## config.mk

```make
export PLATFORM = sky130hd
export DESIGN_NAME = param_memory
export DESIGN_NICKNAME = d
export VERILOG_FILES = /design/src/rtl/param_memory_pkg.sv /design/src/rtl/param_memory_clear_ctr.sv /design/src/rtl/param_memory.sv
export SDC_FILE = /design/constraint.sdc
export NUM_CORES = 1
export LEC_CHECK = 0
export CAP_MARGIN = 15
export CORE_MARGIN = 2
export CORE_UTILIZATION = 56
export CTS_CLUSTER_SIZE = 30
export DETAILED_ROUTE_END_ITERATION = 8
export PLACE_DENSITY = 0.74
export SETUP_SLACK_MARGIN = 0.05
export SYNTH_ARGS = -nofsm -noshare
export SYNTH_HDL_FRONTEND = slang
export SYNTH_SLANG_ARGS = --single-unit
```

## constraint.sdc

```tcl
create_clock -name clk -period 3 [get_ports clk]
set_input_delay 0.6 -clock clk [delete_from_list [all_inputs] [get_ports clk]]
set_output_delay 0.6 -clock clk [all_outputs]
set_load 0.005 [all_outputs]
```

## src/rtl/param_memory_pkg.sv

```systemverilog
// Shared types and helpers for the parameterised single-port memory and its clear engine.
package param_memory_pkg;

  typedef enum logic {
    MEM_INIT = 1'b0,
    MEM_RUN  = 1'b1
  } mem_state_e;

  localparam int BYTE_W = 8;

  function automatic int bytes_per_word(input int data_w);
    return data_w / BYTE_W;
  endfunction

endpackage

```

## src/rtl/param_memory_clear_ctr.sv

```systemverilog
// Clear-engine address counter: restarts at 0 on i_start and walks 0..DEPTH-1 while enabled.
module mem_clear_ctr #(
  parameter int DEPTH  = 64,
  parameter int ADDR_W = 6
) (
  input  logic              clk,
  input  logic              i_start,
  input  logic              i_en,
  output logic [ADDR_W-1:0] o_cnt,
  output logic              o_done
);

  localparam logic [ADDR_W-1:0] LAST = ADDR_W'(DEPTH - 1);

  logic [ADDR_W-1:0] r_cnt;

  // Holds at LAST so the final clear address stays stable until the FSM leaves INIT
  always_ff @(posedge clk) begin
    if (i_start) begin
      r_cnt <= '0;
    end else if (i_en && (r_cnt != LAST)) begin
      r_cnt <= r_cnt + 1'b1;
    end
  end

  assign o_cnt  = r_cnt;
  assign o_done = i_en && (r_cnt == LAST);

endmodule

```

## src/rtl/param_memory.sv

```systemverilog
// Single-port synchronous RAM with valid/ready requests, byte enables, a 1-cycle registered
// read response, out-of-range flagging and a post-reset clear engine.
module param_memory
  import param_memory_pkg::*;
#(
  parameter int                DATA_W   = 8,
  parameter int                ADDR_W   = 6,
  parameter int                DEPTH    = 64,
  parameter logic [DATA_W-1:0] INIT_VAL = '0
) (
  input  logic                  clk,
  input  logic                  reset,
  input  logic                  req_valid,
  output logic                  req_ready,
  input  logic                  req_write,
  input  logic [ADDR_W-1:0]     req_addr,
  input  logic [DATA_W-1:0]     req_wdata,
  input  logic [DATA_W/8-1:0]   req_be,
  output logic                  rsp_valid,
  output logic [DATA_W-1:0]     rsp_data,
  output logic                  rsp_err,
  output logic                  init_busy
);

  localparam int              BPW     = bytes_per_word(DATA_W);
  localparam logic [ADDR_W:0] DEPTH_X = (ADDR_W + 1)'(DEPTH);

  mem_state_e        r_state;
  logic              r_init_busy;
  logic              r_req_ready;
  logic [DATA_W-1:0] r_mem [DEPTH];

  logic              r_rsp_vld_p1;
  logic              r_rsp_err_p1;
  logic [DATA_W-1:0] r_rsp_data_p1;

  logic [ADDR_W-1:0] w_clr_addr;
  logic              w_clr_done;
  logic              w_clr_en;
  logic              w_acc;
  logic              w_in_range;

  assign w_clr_en   = (r_state == MEM_INIT);
  assign w_acc      = req_valid && r_req_ready;
  // One extra bit so DEPTH == 2**ADDR_W compares correctly with no wrap
  assign w_in_range = ({1'b0, req_addr} < DEPTH_X);

  mem_clear_ctr #(
    .DEPTH  (DEPTH),
    .ADDR_W (ADDR_W)
  ) u_clr_ctr (
    .clk     (clk),
    .i_start (reset),
    .i_en    (w_clr_en),
    .o_cnt   (w_clr_addr),
    .o_done  (w_clr_done)
  );

  always_ff @(posedge clk) begin
    if (reset) begin
      r_state     <= MEM_INIT;
      r_init_busy <= 1'b1;
      r_req_ready <= 1'b0;
    end else begin
      case (r_state)
        MEM_INIT: begin
          if (w_clr_done) begin
            r_state     <= MEM_RUN;
            r_init_busy <= 1'b0;
            r_req_ready <= 1'b1;
          end
        end
        MEM_RUN: begin
          r_state <= MEM_RUN;
        end
        default: begin
          r_state     <= MEM_INIT;
          r_init_busy <= 1'b1;
          r_req_ready <= 1'b0;
        end
      endcase
    end
  end

  // Storage has no reset; the clear engine overwrites every word after each reset
  always_ff @(posedge clk) begin
    if (!reset) begin
      if (r_state == MEM_INIT) begin
        r_mem[w_clr_addr] <= INIT_VAL;
      end else if (w_acc && req_write && w_in_range) begin
        for (int i = 0; i < BPW; i++) begin
          if (req_be[i]) begin
            r_mem[req_addr][8*i +: 8] <= req_wdata[8*i +: 8];
          end
        end
      end
    end
  end

  // p1: registered read response, one cycle after accept
  always_ff @(posedge clk) begin
    if (reset) begin
      r_rsp_vld_p1  <= 1'b0;
      r_rsp_err_p1  <= 1'b0;
      r_rsp_data_p1 <= '0;
    end else begin
      r_rsp_vld_p1 <= w_acc && !req_write;
      r_rsp_err_p1 <= w_acc && !w_in_range;
      if (w_acc && !req_write) begin
        r_rsp_data_p1 <= w_in_range ? r_mem[req_addr] : '0;
      end
    end
  end

  assign req_ready = r_req_ready;
  assign init_busy = r_init_busy;
  assign rsp_valid = r_rsp_vld_p1;
  assign rsp_err   = r_rsp_err_p1;
  assign rsp_data  = r_rsp_data_p1;

endmodule

```

* Word-level counts from Yosys, hierarchy flattened
Memory sizes are Yosys's and may differ from the RTL's. A register that Yosys moved wholly into a read port is not among the register bits.
Index checks and enable logic that the tools add are counted.
Widths: inputs -> output; s select.
** Storage, ports and cells
- Register bits after elaboration :: 10
- Bits in writable memories :: 512
- Input port bits :: 19
- Memories kept :: 1
** Operators by class
- Add/sub/neg operators :: 1
- Eq/ne operators :: 2
- Mux-type cells :: 13
- Bitwise gates (word level) :: 1
- Reductions and logical operators :: 8
** Memory list
- r_mem :: depth 64, bits a word 8, rd ports 1, clocked after memory_dff 1, wr ports 1, RTL line param_memory.sv:31 : logic [DATA_W-1:0] r_mem [DEPTH];
** Operators by type and width (count)
- $mux 1 :: 10
- $mux 8 :: 1
- $reduce_or 8->1 :: 1
- $add 6x1->6 const B :: 1
- $eq 6x6->1 const B :: 1
- $mux 6 :: 1
- $ne 6x6->1 const B :: 1
- $logic_and 1x1->1 :: 5
- $pmux 1 s2 :: 1
- $reduce_and 2->1 :: 1
- $logic_not 1->1 :: 1
- $not 1->1 :: 1

* Logic depth before layout (Yosys ltp)
- Word-level depth :: 8
- Mapped depth :: 10
- Gate-level depth less buffers :: 6

* Hierarchy
A second synthesis with hierarchy kept.
** Second synthesis, totals
- Cells, all modules :: 1148
- Area total of the unflattened synthesis :: 20917.6 sq um
** Modules (own cells, without submodules)
- param_memory :: times used 1, cells an instance 1110, area each 20586.0 sq um, seq. area each 15615.0 sq um
- mem_clear_ctr :: times used 1, cells an instance 38, area each 331.6 sq um, seq. area each 120.1 sq um

* Worst setup path before layout
OpenSTA, ideal clock, no wires.
- Path type :: input to register
- From :: input port reset
- To :: memory r_mem[0][0], data pin
- Setup time :: 0.367 ns
- Data arrival time :: 2.460 ns
- Path slack :: 0.173 ns
- Cell stages on the path :: 5
- Path buffers :: 3
- Cells stage by stage :: clkbuf_1 nor3_4 buf_6 clkbuf_1 and2_1
** Between the ends
- Longest elaborated chain between the ends :: 4
** Ends and longest elaborated chain
- start: declaration :: RTL line param_memory.sv:12 : input logic reset,
- $mux 1 :: RTL line param_memory.sv:87 : if (!reset) begin
- $mux 1 (implied by the code) :: RTL line param_memory.sv:93 : r_mem[req_addr][8*i +: 8] <= req_wdata[8*i +: 8];
- $reduce_or 8->1 (no source line)
- $mux 8 (no source line)
- end: declaration :: RTL line param_memory.sv:31
No other way between the ends.

* Worst setup path after layout
- From :: register r_state
- To :: memory r_mem[19][5], enable pin
** Between the ends
- Longest elaborated chain between the ends :: 5
- Elaborated cells on any way between the ends :: 9
- Classes of those cells :: mux (8); reduce/logical (1)
** Ends and longest elaborated chain
- start: declaration :: RTL line param_memory.sv:28 : mem_state_e r_state;
- start signal: assignment :: RTL line param_memory.sv:61 : r_state <= MEM_INIT;
- start signal: assignment :: RTL line param_memory.sv:68 : r_state <= MEM_RUN;
- start signal: assignment :: RTL line param_memory.sv:74 : r_state <= MEM_RUN;
- $mux 1 :: RTL line param_memory.sv:88 : if (r_state == MEM_INIT) begin
- $mux 1 :: RTL line param_memory.sv:87
- $mux 1 (implied by the code) :: RTL line param_memory.sv:93
- $reduce_or 8->1 (no source line)
- $mux 6 (no source line) or $mux 1 (tied branches)
Parallel ways exist; a longest one is shown, timed or not.

==> flow_summary_export.csv <==
group,metric,value,unit
power,seqPwrFrac,0.543,
die,die-area,39200,sq um
placed_design,dp_cells,1748,
timing,report.final.slew_viol_count,0,
worst_setup_path,crit_start,"r_state",
power,p_sw,2.94,mW
job,max-cap-violations,0,
die,coreArea,37400,sq um
clock_tree,cts-root-buf,"clkbuf_16",
yosys,synth_area,21100,sq um
worst_setup_path,critPathRequiredTime,3280,ps
clock_tree,post-cts-setup-buffers,0,
power,power,14.8,mW
timing,period_share,0.846,
final_layout,layout-drive-gt1-share,0.220,
timing,fmax,394,MHz
yosys,netlist_instances,1151,
worst_setup_path,cp.arrival,2820,ps
hold_path,hold_path_startpoint,"init_busy",
timing,hold_viol,0,
global_route,grt_start_max_net_pins,65,
worst_setup_path,path_cells,"nand3_1 -> nor3_4 -> buf_12 -> mux2i_1 -> nand2_1 -> nor2_1 -> buf_4",
worst_setup_path,critPathKind,"reg -> reg",
global_route,grt_overflow,0,
yosys,synth_flop_cell,"edfxtp_1",
placed_design,globalplace.congestion,0.855,
die,fp.dieW,198,um
yosys,yosys_warnings,0,
detailed_routing,first_iter_violations,1352,
placed_design,port-buffer-count,29,
timing,maxSlewHeadroom,0.527,
detailed_routing,postRouteAntennaNets,0,
die,io_pins,31,
global_route,gr-usage-all-layers,0.240,
detailed_routing,drc_errors,0,
die,rows,71,
yosys,ys_ff_latch,530,
detailed_routing,wirelength,45.8,mm
timing,fin_skew,26.9,ps
global_route,grt_pass1_vias,10900,
clock_tree,cts_inserted_buffers,50,
clock_tree,hold_buffers,0,
yosys,synth_nets,1171,
clock_tree,clockBufferDepth,3,
yosys,synth-edff-count,512,
power,internal-power,11.8,mW
timing,finalSetupViolCount,0,
timing,tightestPinTransition,707,ps
final_layout,n_fill_cell,2458,
yosys,syn_avg_cell_area,18.3,sq um
worst_setup_path,crit_path_max_fanout,25,
timing,grt_setup_unrepaired,"no",
final_layout,nets,1309,
power,switching_share,0.199,
global_route,antenna_found_initial,0,
power,power.density,606,nW/um^2
worst_setup_path,cp-end-kind,"flip-flop",
detailed_routing,vias,11200,
die,fp.dieH,198,um
final_layout,syn_to_final_growth,15.8,%
clock_tree,clk_pin_slew,70,ps
yosys,yosysUniqueCellTypes,56,
power,p_leak,8.16,nW
worst_setup_path,slowest_delay,540,ps
final_layout,n_antenna_cell,0,
timing,tns,0,ps
worst_setup_path,cp-start-kind,"flip-flop",
status,status,"finished, final reports clean",
clock_tree,cts_resized,0,
timing,fin_crit,2540,ps
power,ir_worst_vdd,437,uV
detailed_routing,first_pass_iters,5,
worst_setup_path,r2r-start,"r_state",
detailed_routing,wl_per_cell,24.9,um
detailed_routing,vias_per_cell,6.08,
power,pwr-share-clk,0.422,
hold_path,worst_hold_path_type,"reg -> reg",
global_route,grt_pass1_wl,68.6,mm
clock_tree,htreeDepth,2,
die,start_util,0.564,
clock_tree,cts_tree,"built",
placed_design,hpwl,28.4,mm
power,pwr-share-comb,0.035,
worst_setup_path,cp_slowest_cell,"dfxtp_1",
timing,holdWs,471,ps
final_layout,fin_util,0.653,
yosys,seq_area_frac_synth,0.746,
clock_tree,clk_latency,580,ps
final_layout,fin_cells,1840,
clock_tree,cts_sinks,530,
yosys,synthArstFlopShare,0,
==> registers in the layout (all words and copies together) (netlist names) <==
register	count
r_mem	512
rsp_data	8
u_clr_ctr.o_cnt	6
init_busy	1
r_state	1
req_ready	1
rsp_valid	1
==> area by class of cell <==
cell class	count	area, sq um	share of cell area
Clock buffer	57	1300	0.0532
Sequential cell	530	15700	0.645
Tap cell	511	639	0.0262
Clock inverter	35	325	0.0133
Multi-Input combinational cell	554	4980	0.204
Inverter	4	15.0	0.000615
Timing Repair Buffer	149	1410	0.0579
==> final timing paths <==
kind	end	slack, ps	cells past startpoint
setup / recovery	r_mem[19][5]	460	7
hold / removal	init_busy	470	1
setup reg to reg	r_mem[19][5]	460	7
hold reg to reg	init_busy	470	1
==> metal layers <==
layer	global-route usage	wire length [um]	vias to the layer above
met4	0.0830	1420	0
met2	0.376	21600	531
li1	-	-	4885
met1	0.353	19300	5685
met5	0	0	-
met3	0.0336	3540	82
==> cells by family (layout without fill, tap and decap cells) <==
family                   count (synthesis)  in the layout  synth area share
adder cells (fa/ha/maj)                  1              1          0.000593
other                                    1              1          0.000178
XOR/XNOR                                 5              5           0.00208
flip-flops                             530            530             0.746
multiplexers                           216            216             0.143
AO/OA/AOI/OAI                          116            116            0.0415
buffers and inverters                   67            245            0.0183
AND/OR/NAND/NOR                        215            215            0.0475
==> critical path, delay by kind of cell, from the launching register on <==
family / cells / cell delay [ps]
simple gates: 4 / 960
mux: 1 / 310
buf+inv: 2 / 410
flops: 1 / 540
==> cells in the final DEF, fill, tap and decap left out, types with 24 or more instances in the layout <==
cell type,netlist,layout
mux4_2,59,59
nand3_1,33,33
nor2_1,82,81
buf_4,12,103
clkdlybuf4s50_1,0,26
edfxtp_1,512,512
mux2i_1,142,142
nand2_1,49,49
a21oi_1,24,24
clkbuf_16,0,51
a22oi_1,48,48
==> synthesized netlist by cell type (4+ instances only) <==
master	n	area [sq um]
a21oi_1	24	120
a22o_1	9	78.8
a22oi_1	48	360
and2_1	10	62.6
buf_2	26	130
buf_4	12	90.1
buf_6	6	67.6
clkbuf_1	17	63.8
dfxtp_1	18	360
edfxtp_1	512	15400
mux2_2	8	90.1
mux2i_1	142	1420
mux4_1	7	184
mux4_2	59	1330
nand2_1	49	184
nand2_2	6	37.5
nand2b_1	5	31.3
nand3_1	33	165
nand4_1	9	56.3
nor2_1	82	308
nor2b_1	4	25.0
o2111ai_1	8	70.1
o211ai_2	6	75.1
xor2_1	4	35.0
==> power by group through the flow <==
stage	combinational, mW	clock (mW)	sequential [mW]
2_1_floorplan	0.339	0	8.18
3_3_place_gp	0.508	0	8.18
3_5_place_dp	0.514	0	8.18
4_1_cts	0.515	6.31	8.02
5_1_grt	0.548	6.59	8.02
6_report	0.518	6.24	8.02
==> through the flow <==
step | area, sq um | worst slack [ps]
floorplan | 21100 | 173
global placement | 22800 | 68.0
detailed placement | 22800 | 33.9
CTS | 24400 | 527
global route | 24400 | 339
finish | 24400 | 463
Note: power is estimated with default switching activity, not from simulation.
